===== config.mk =====
export PLATFORM = sky130hd
export DESIGN_NAME = mic1_mem_ctrl
export DESIGN_NICKNAME = d
export VERILOG_FILES = /design/src/rtl/mic1_mem_ctrl.sv
export SDC_FILE = /design/constraint.sdc
export NUM_CORES = 1
export LEC_CHECK = 0
export ABC_CLOCK_PERIOD_IN_PS = 12700
export CORE_MARGIN = 3
export CORE_UTILIZATION = 47
export DETAILED_ROUTE_END_ITERATION = 8
export HOLD_SLACK_MARGIN = 0.03
export PLACE_DENSITY = 0.93
export SLEW_MARGIN = 20
export SYNTH_ARGS = -nofsm -noshare
export SYNTH_HDL_FRONTEND = slang
export SYNTH_SLANG_ARGS = --single-unit

===== constraint.sdc =====
create_clock -name clock -period 12.7 [get_ports clock]
set_input_delay 2.54 -clock clock [delete_from_list [all_inputs] [get_ports clock]]
set_output_delay 2.54 -clock clock [all_outputs]
set_load 0.02 [all_outputs]

===== src/rtl/mic1_mem_ctrl.sv =====
`default_nettype none
// ============================================================================
// Module   : mic1_mem_ctrl
// Purpose  : MIC-1 memory controller; data and fetch requests share one bus.
// Config   : MIC1_MEM_TIMEOUT_EN adds a 255-cycle bus timeout.
// Revision : 1.0 - initial release
// ============================================================================
module mic1_mem_ctrl (
  input  logic        clock,
  input  logic        reset,
  input  logic        rd_req,
  input  logic        wr_req,
  input  logic        fetch_req,
  input  logic [31:0] mar,
  input  logic [31:0] mdr,
  input  logic [31:0] pc,
  output logic [31:0] ram_data,
  output logic [31:0] rom_data,
  output logic        rd_done,
  output logic        wr_done,
  output logic        fetch_done,
  output logic        busy,
  output logic        err,
  output logic [31:0] mem_addr,
  output logic [31:0] mem_wdata,
  output logic        mem_re,
  output logic        mem_we,
  input  logic [31:0] mem_rdata,
  input  logic        mem_ack
);

  typedef enum logic [1:0] {
    IDLE    = 2'd0,
    DATA_RD = 2'd1,
    DATA_WR = 2'd2,
    FETCH   = 2'd3
  } state_t;

  state_t      r_state;
  state_t      w_next;

  logic        r_d_valid;
  logic        r_d_write;
  logic [29:0] r_d_mar;
  logic [31:0] r_d_mdr;
  logic        r_f_valid;
  logic [31:0] r_f_pc;

  logic        w_tmo;
  logic        w_ack;
  logic [31:0] w_rdata;
  logic [7:0]  w_lane;
  logic        w_data_clr;
  logic        w_fetch_clr;
  logic        w_data_req;
  logic        w_data_drop;
  logic        w_fetch_drop;
  logic        w_unused_ok;

  // Word addressing discards the top two MAR bits.
  assign w_unused_ok = &{1'b0, mar[31:30]};

`ifdef MIC1_MEM_TIMEOUT_EN
  localparam logic [7:0] C_TMO_LAST = 8'd254;
  logic [7:0] r_tmo_cnt;

  always_ff @(posedge clock or posedge reset) begin
    if (reset) begin
      r_tmo_cnt <= 8'd0;
    end else if (r_state == IDLE || w_ack) begin
      r_tmo_cnt <= 8'd0;
    end else begin
      r_tmo_cnt <= r_tmo_cnt + 8'd1;
    end
  end

  // Fires during the 255th bus cycle without an acknowledge.
  assign w_tmo   = (r_state != IDLE) && !mem_ack && (r_tmo_cnt == C_TMO_LAST);
  assign w_rdata = w_tmo ? 32'hDEADBEEF : mem_rdata;
`else
  assign w_tmo   = 1'b0;
  assign w_rdata = mem_rdata;
`endif

  assign w_ack        = mem_ack | w_tmo;
  assign w_data_clr   = w_ack && (r_state == DATA_RD || r_state == DATA_WR);
  assign w_fetch_clr  = w_ack && (r_state == FETCH);
  assign w_data_req   = rd_req | wr_req;
  // An occupied slot still accepts a request on the edge it is being freed.
  assign w_data_drop  = w_data_req && r_d_valid && !w_data_clr;
  assign w_fetch_drop = fetch_req && r_f_valid && !w_fetch_clr;

  always_ff @(posedge clock or posedge reset) begin
    if (reset) begin
      r_state <= IDLE;
    end else begin
      r_state <= w_next;
    end
  end

  always_comb begin
    w_next    = r_state;
    mem_addr  = 32'd0;
    mem_wdata = 32'd0;
    mem_re    = 1'b0;
    mem_we    = 1'b0;
    case (r_state)
      IDLE: begin
        if (r_d_valid) begin
          w_next = r_d_write ? DATA_WR : DATA_RD;
        end else if (r_f_valid) begin
          w_next = FETCH;
        end
      end
      DATA_RD: begin
        mem_addr  = {r_d_mar, 2'b00};
        mem_wdata = r_d_mdr;
        mem_re    = 1'b1;
        if (w_ack) w_next = IDLE;
      end
      DATA_WR: begin
        mem_addr  = {r_d_mar, 2'b00};
        mem_wdata = r_d_mdr;
        mem_we    = 1'b1;
        if (w_ack) w_next = IDLE;
      end
      FETCH: begin
        mem_addr = {r_f_pc[31:2], 2'b00};
        mem_re   = 1'b1;
        if (w_ack) w_next = IDLE;
      end
      default: w_next = IDLE;
    endcase
  end

  always_ff @(posedge clock or posedge reset) begin
    if (reset) begin
      r_d_valid <= 1'b0;
      r_d_write <= 1'b0;
      r_d_mar   <= 30'd0;
      r_d_mdr   <= 32'd0;
      r_f_valid <= 1'b0;
      r_f_pc    <= 32'd0;
      err       <= 1'b0;
    end else begin
      if (w_data_req && !w_data_drop) begin
        r_d_valid <= 1'b1;
        r_d_write <= wr_req;
        r_d_mar   <= mar[29:0];
        r_d_mdr   <= mdr;
      end else if (w_data_clr) begin
        r_d_valid <= 1'b0;
      end
      if (fetch_req && !w_fetch_drop) begin
        r_f_valid <= 1'b1;
        r_f_pc    <= pc;
      end else if (w_fetch_clr) begin
        r_f_valid <= 1'b0;
      end
      if (w_data_drop || w_fetch_drop || (rd_req && wr_req) || w_tmo) begin
        err <= 1'b1;
      end
    end
  end

  always_comb begin
    w_lane = w_rdata[7:0];
    case (r_f_pc[1:0])
      2'd0:    w_lane = w_rdata[7:0];
      2'd1:    w_lane = w_rdata[15:8];
      2'd2:    w_lane = w_rdata[23:16];
      default: w_lane = w_rdata[31:24];
    endcase
  end

  always_ff @(posedge clock or posedge reset) begin
    if (reset) begin
      ram_data   <= 32'd0;
      rom_data   <= 32'd0;
      rd_done    <= 1'b0;
      wr_done    <= 1'b0;
      fetch_done <= 1'b0;
    end else begin
      rd_done    <= w_ack && (r_state == DATA_RD);
      wr_done    <= w_ack && (r_state == DATA_WR);
      fetch_done <= w_fetch_clr;
      if (w_ack && r_state == DATA_RD) ram_data <= w_rdata;
      if (w_fetch_clr) rom_data <= {24'd0, w_lane};
    end
  end

  assign busy = r_d_valid | r_f_valid | (r_state != IDLE);

endmodule
`default_nettype wire


==> flow_summary.ini <==
[drt]
ant_nets = 0
avgViaCountPerCell = 5.13
drt_first_pass_iters = 4
totalWireLength_microns = 17500
remaining_drc_errors = 0
wire_per_inst_microns = 19.2
drt_iter0_drc = 242
dr_total_vias = 4664

[worst_setup_path]
crit_buf_inv = 2
worstPathArrival_ps = 2630
worst-setup-path-type = reg -> out
rrSetupSlack_ps = 9070
cpLargestDelayFamily = buffers and inverters
rr_worst_depth = 6
crit_start = r_state[0]$_DFFE_PP0P_
start_kind = register
required_ps = 10160
r2r-end = r_d_mar[7]$_DFFE_PP0P_
rr_startpoint = r_state[0]$_DFFE_PP0P_
path_max_fanout = 63
crit_path_top_delay_cell = ha_4
critPathMaxStageDelay_ps = 690
critPathCaptureType = primary output
crit_chain = inv_1, ha_4, a22oi_1, nor2_1, clkdlybuf4s50_1

[global_routing]
use_met3_pct = 6.32
grt_max_degree = 91
gr-total-overflow = 0
met2_usage_pct = 38.7
grt-busiest-layer = met2
met1_usage_pct = 26.5
grtUsageTotal_pct = 22.5
grt_antenna_before_repair = 0
grt_pass1_vias = 5195
grt_pass1_wl_microns = 27900

[die]
start_util_pct = 48.2
core-area_sq_um = 13900
ios = 269
dieArea_sq_um = 15800
die_x_microns = 126
die_h_microns = 126
rows = 43

[yosys]
yosysTopAreaCellShare_pct = 53.3
syn_avg_cell_area_sq_um = 13.9
ys_ff_latch = 143
synth-warning-count = 0
synth_cells = 485
synth_area_leaders = dfrtp_1 53%, mux2_4 13%, mux2_1 11%
synth_cell_types = 34
yosys.area.top_type = dfrtp_1
syn-cell-area_sq_um = 6720
synth-seq-area-share_pct = 53.3

[finish]
instances_no_fill = 910
final_cell_mix = 240 x clkdlybuf4s50_1, 143 x dfrtp_1, 63 x mux2_1
area_delta_synth_final_pct = 45.2
num_antenna_cells = 0
nets = 857
drive_gt1_share_pct = 14.5
final_common_cell = clkdlybuf4s50_1

[clocking]
root_buffer = clkbuf_16
cts.repair.resized = 0
clk_pin_slew_worst_paths_ps = 60
clock_latency_ps = 410
cts_max_level = 4
clock_path_buffers = 2
cts.sinks = 143
numCtsBuffers = 17
hold_buffers = 0
tritoncts = done
postCtsSetupBuffers = 0

[sta]
slew_viol_final = 0
relSlewSlack_pct = 30.2
fmax_mhz = 193
tns_ps = 0
fin_crit_sh_pct = 40.7
rsz0062_at_grt = false
min_period_ps = 5170
skew_ps = 6.35
hold_viol = 0
worst_pin_slew_ps = 1050
setup_violations = 0

[outcome]
status = finished, final reports clean

[power_and_ir_drop]
leakagePower_nw = 4.26
p_per_area_nw_per_um2 = 283
vdd_ir_drop_max_v = 0.000177

[min_path]
hold_start = rom_data[7]$_DFFE_PP0P_
min_to = rom_data[7]$_DFFE_PP0P_
hold_depth = 2
min_path_type = reg -> reg

[place]
portBuffers = 240
gp_congestion = 0.824
hpwlAfterDp_microns = 12400
place_inst = 878

[job]
max_cap_violations = 0
==> per-layer routing <==
layer,up-vias,routed length [microns],share of wire (%)
li1,2105,-,-
met1,2324,6850,39
met2,207,9110,52
met3,28,1110,6.3
met4,0,432,2.5
met5,-,0,0
==> layout make-up <==
type                    instances  area, sq um
clock buffers                  20          467
clock inverters                12          230
fillers                       916         4180
inverters                       5         23.8
multi-input cells             305         2790
flip-flops and latches        143         3580
well taps                     180          225
repair buffers                245         2440
==> synth_stat cells (all sizes together) <==
cell / count
dfrtp: 143
mux2: 126
buf: 42
and2: 33
nor2: 31
a22oi: 30
mux2i: 16
clkbuf: 15
nand2: 13
o221ai: 8
ha: 6
inv: 5
a21bo: 2
a32o: 2
nand3: 2
or2: 2
a21o: 1
a21oi: 1
a22o: 1
conb: 1
nand2b: 1
nor2b: 1
o211ai: 1
o21ai: 1
or3b: 1
==> worst max path at each step <==
stage,cells past startpoint,to
after global placement,5,r_d_mar[1]$_DFFE_PP0P_
after detailed placement,5,r_d_mdr[29]$_DFFE_PP0P_
after global routing,5,mem_addr[24]
after CTS,5,mem_addr[24]
after floorplan,1,err$_DFFE_PP0P_
final,5,mem_addr[24]
==> stage by stage <==
stage          area, sq um  setup slack [ps]  hold slack [ps]  utilization, %  power (mW)
2_1_floorplan         6810              6320              459               -        1.66
3_3_place_gp          9050              7300              468            64.9        2.13
3_5_place_dp          9050              7230              476            64.9        2.18
4_1_cts               9740              7090              490            69.9        2.78
5_1_grt               9750              7290              515            70.0        2.90
6_report              9750              7530              487            70.0        2.76
==> logic make-up (layout without fill, tap and decap cells) <==
logic type,Yosys count,count (layout),share of synthesized area (%)
AO/OA/AOI/OAI,47,47,5.49
adder cells (fa/ha/maj),6,6,1.12
buffers and inverters,62,282,6.80
flip-flops,143,143,53.3
multiplexers,142,142,26.9
other,1,26,0.0558
AND/OR/NAND/NOR,84,84,6.41
==> tightest hold or removal path, cell delays in order, from the launching register on <==
cell      delay [ps]
dfrtp_1          340
nand2_1           50
o221ai_1          60
==> where the power goes <==
group	internal, mW	switching (mW)	total [mW]
Sequential	0.682	0.143	0.825
Combinational	0.717	0.639	1.36
Clock	0.386	0.191	0.577
==> registers in the layout (all words and copies together), names as in the netlist, 2 cells and up <==
| register | flops |
|---|---|
| r_d_mdr | 32 |
| r_f_pc | 32 |
| ram_data | 32 |
| r_d_mar | 30 |
| rom_data | 8 |
| r_state | 2 |
Note: power is estimated with default switching activity, not from simulation.
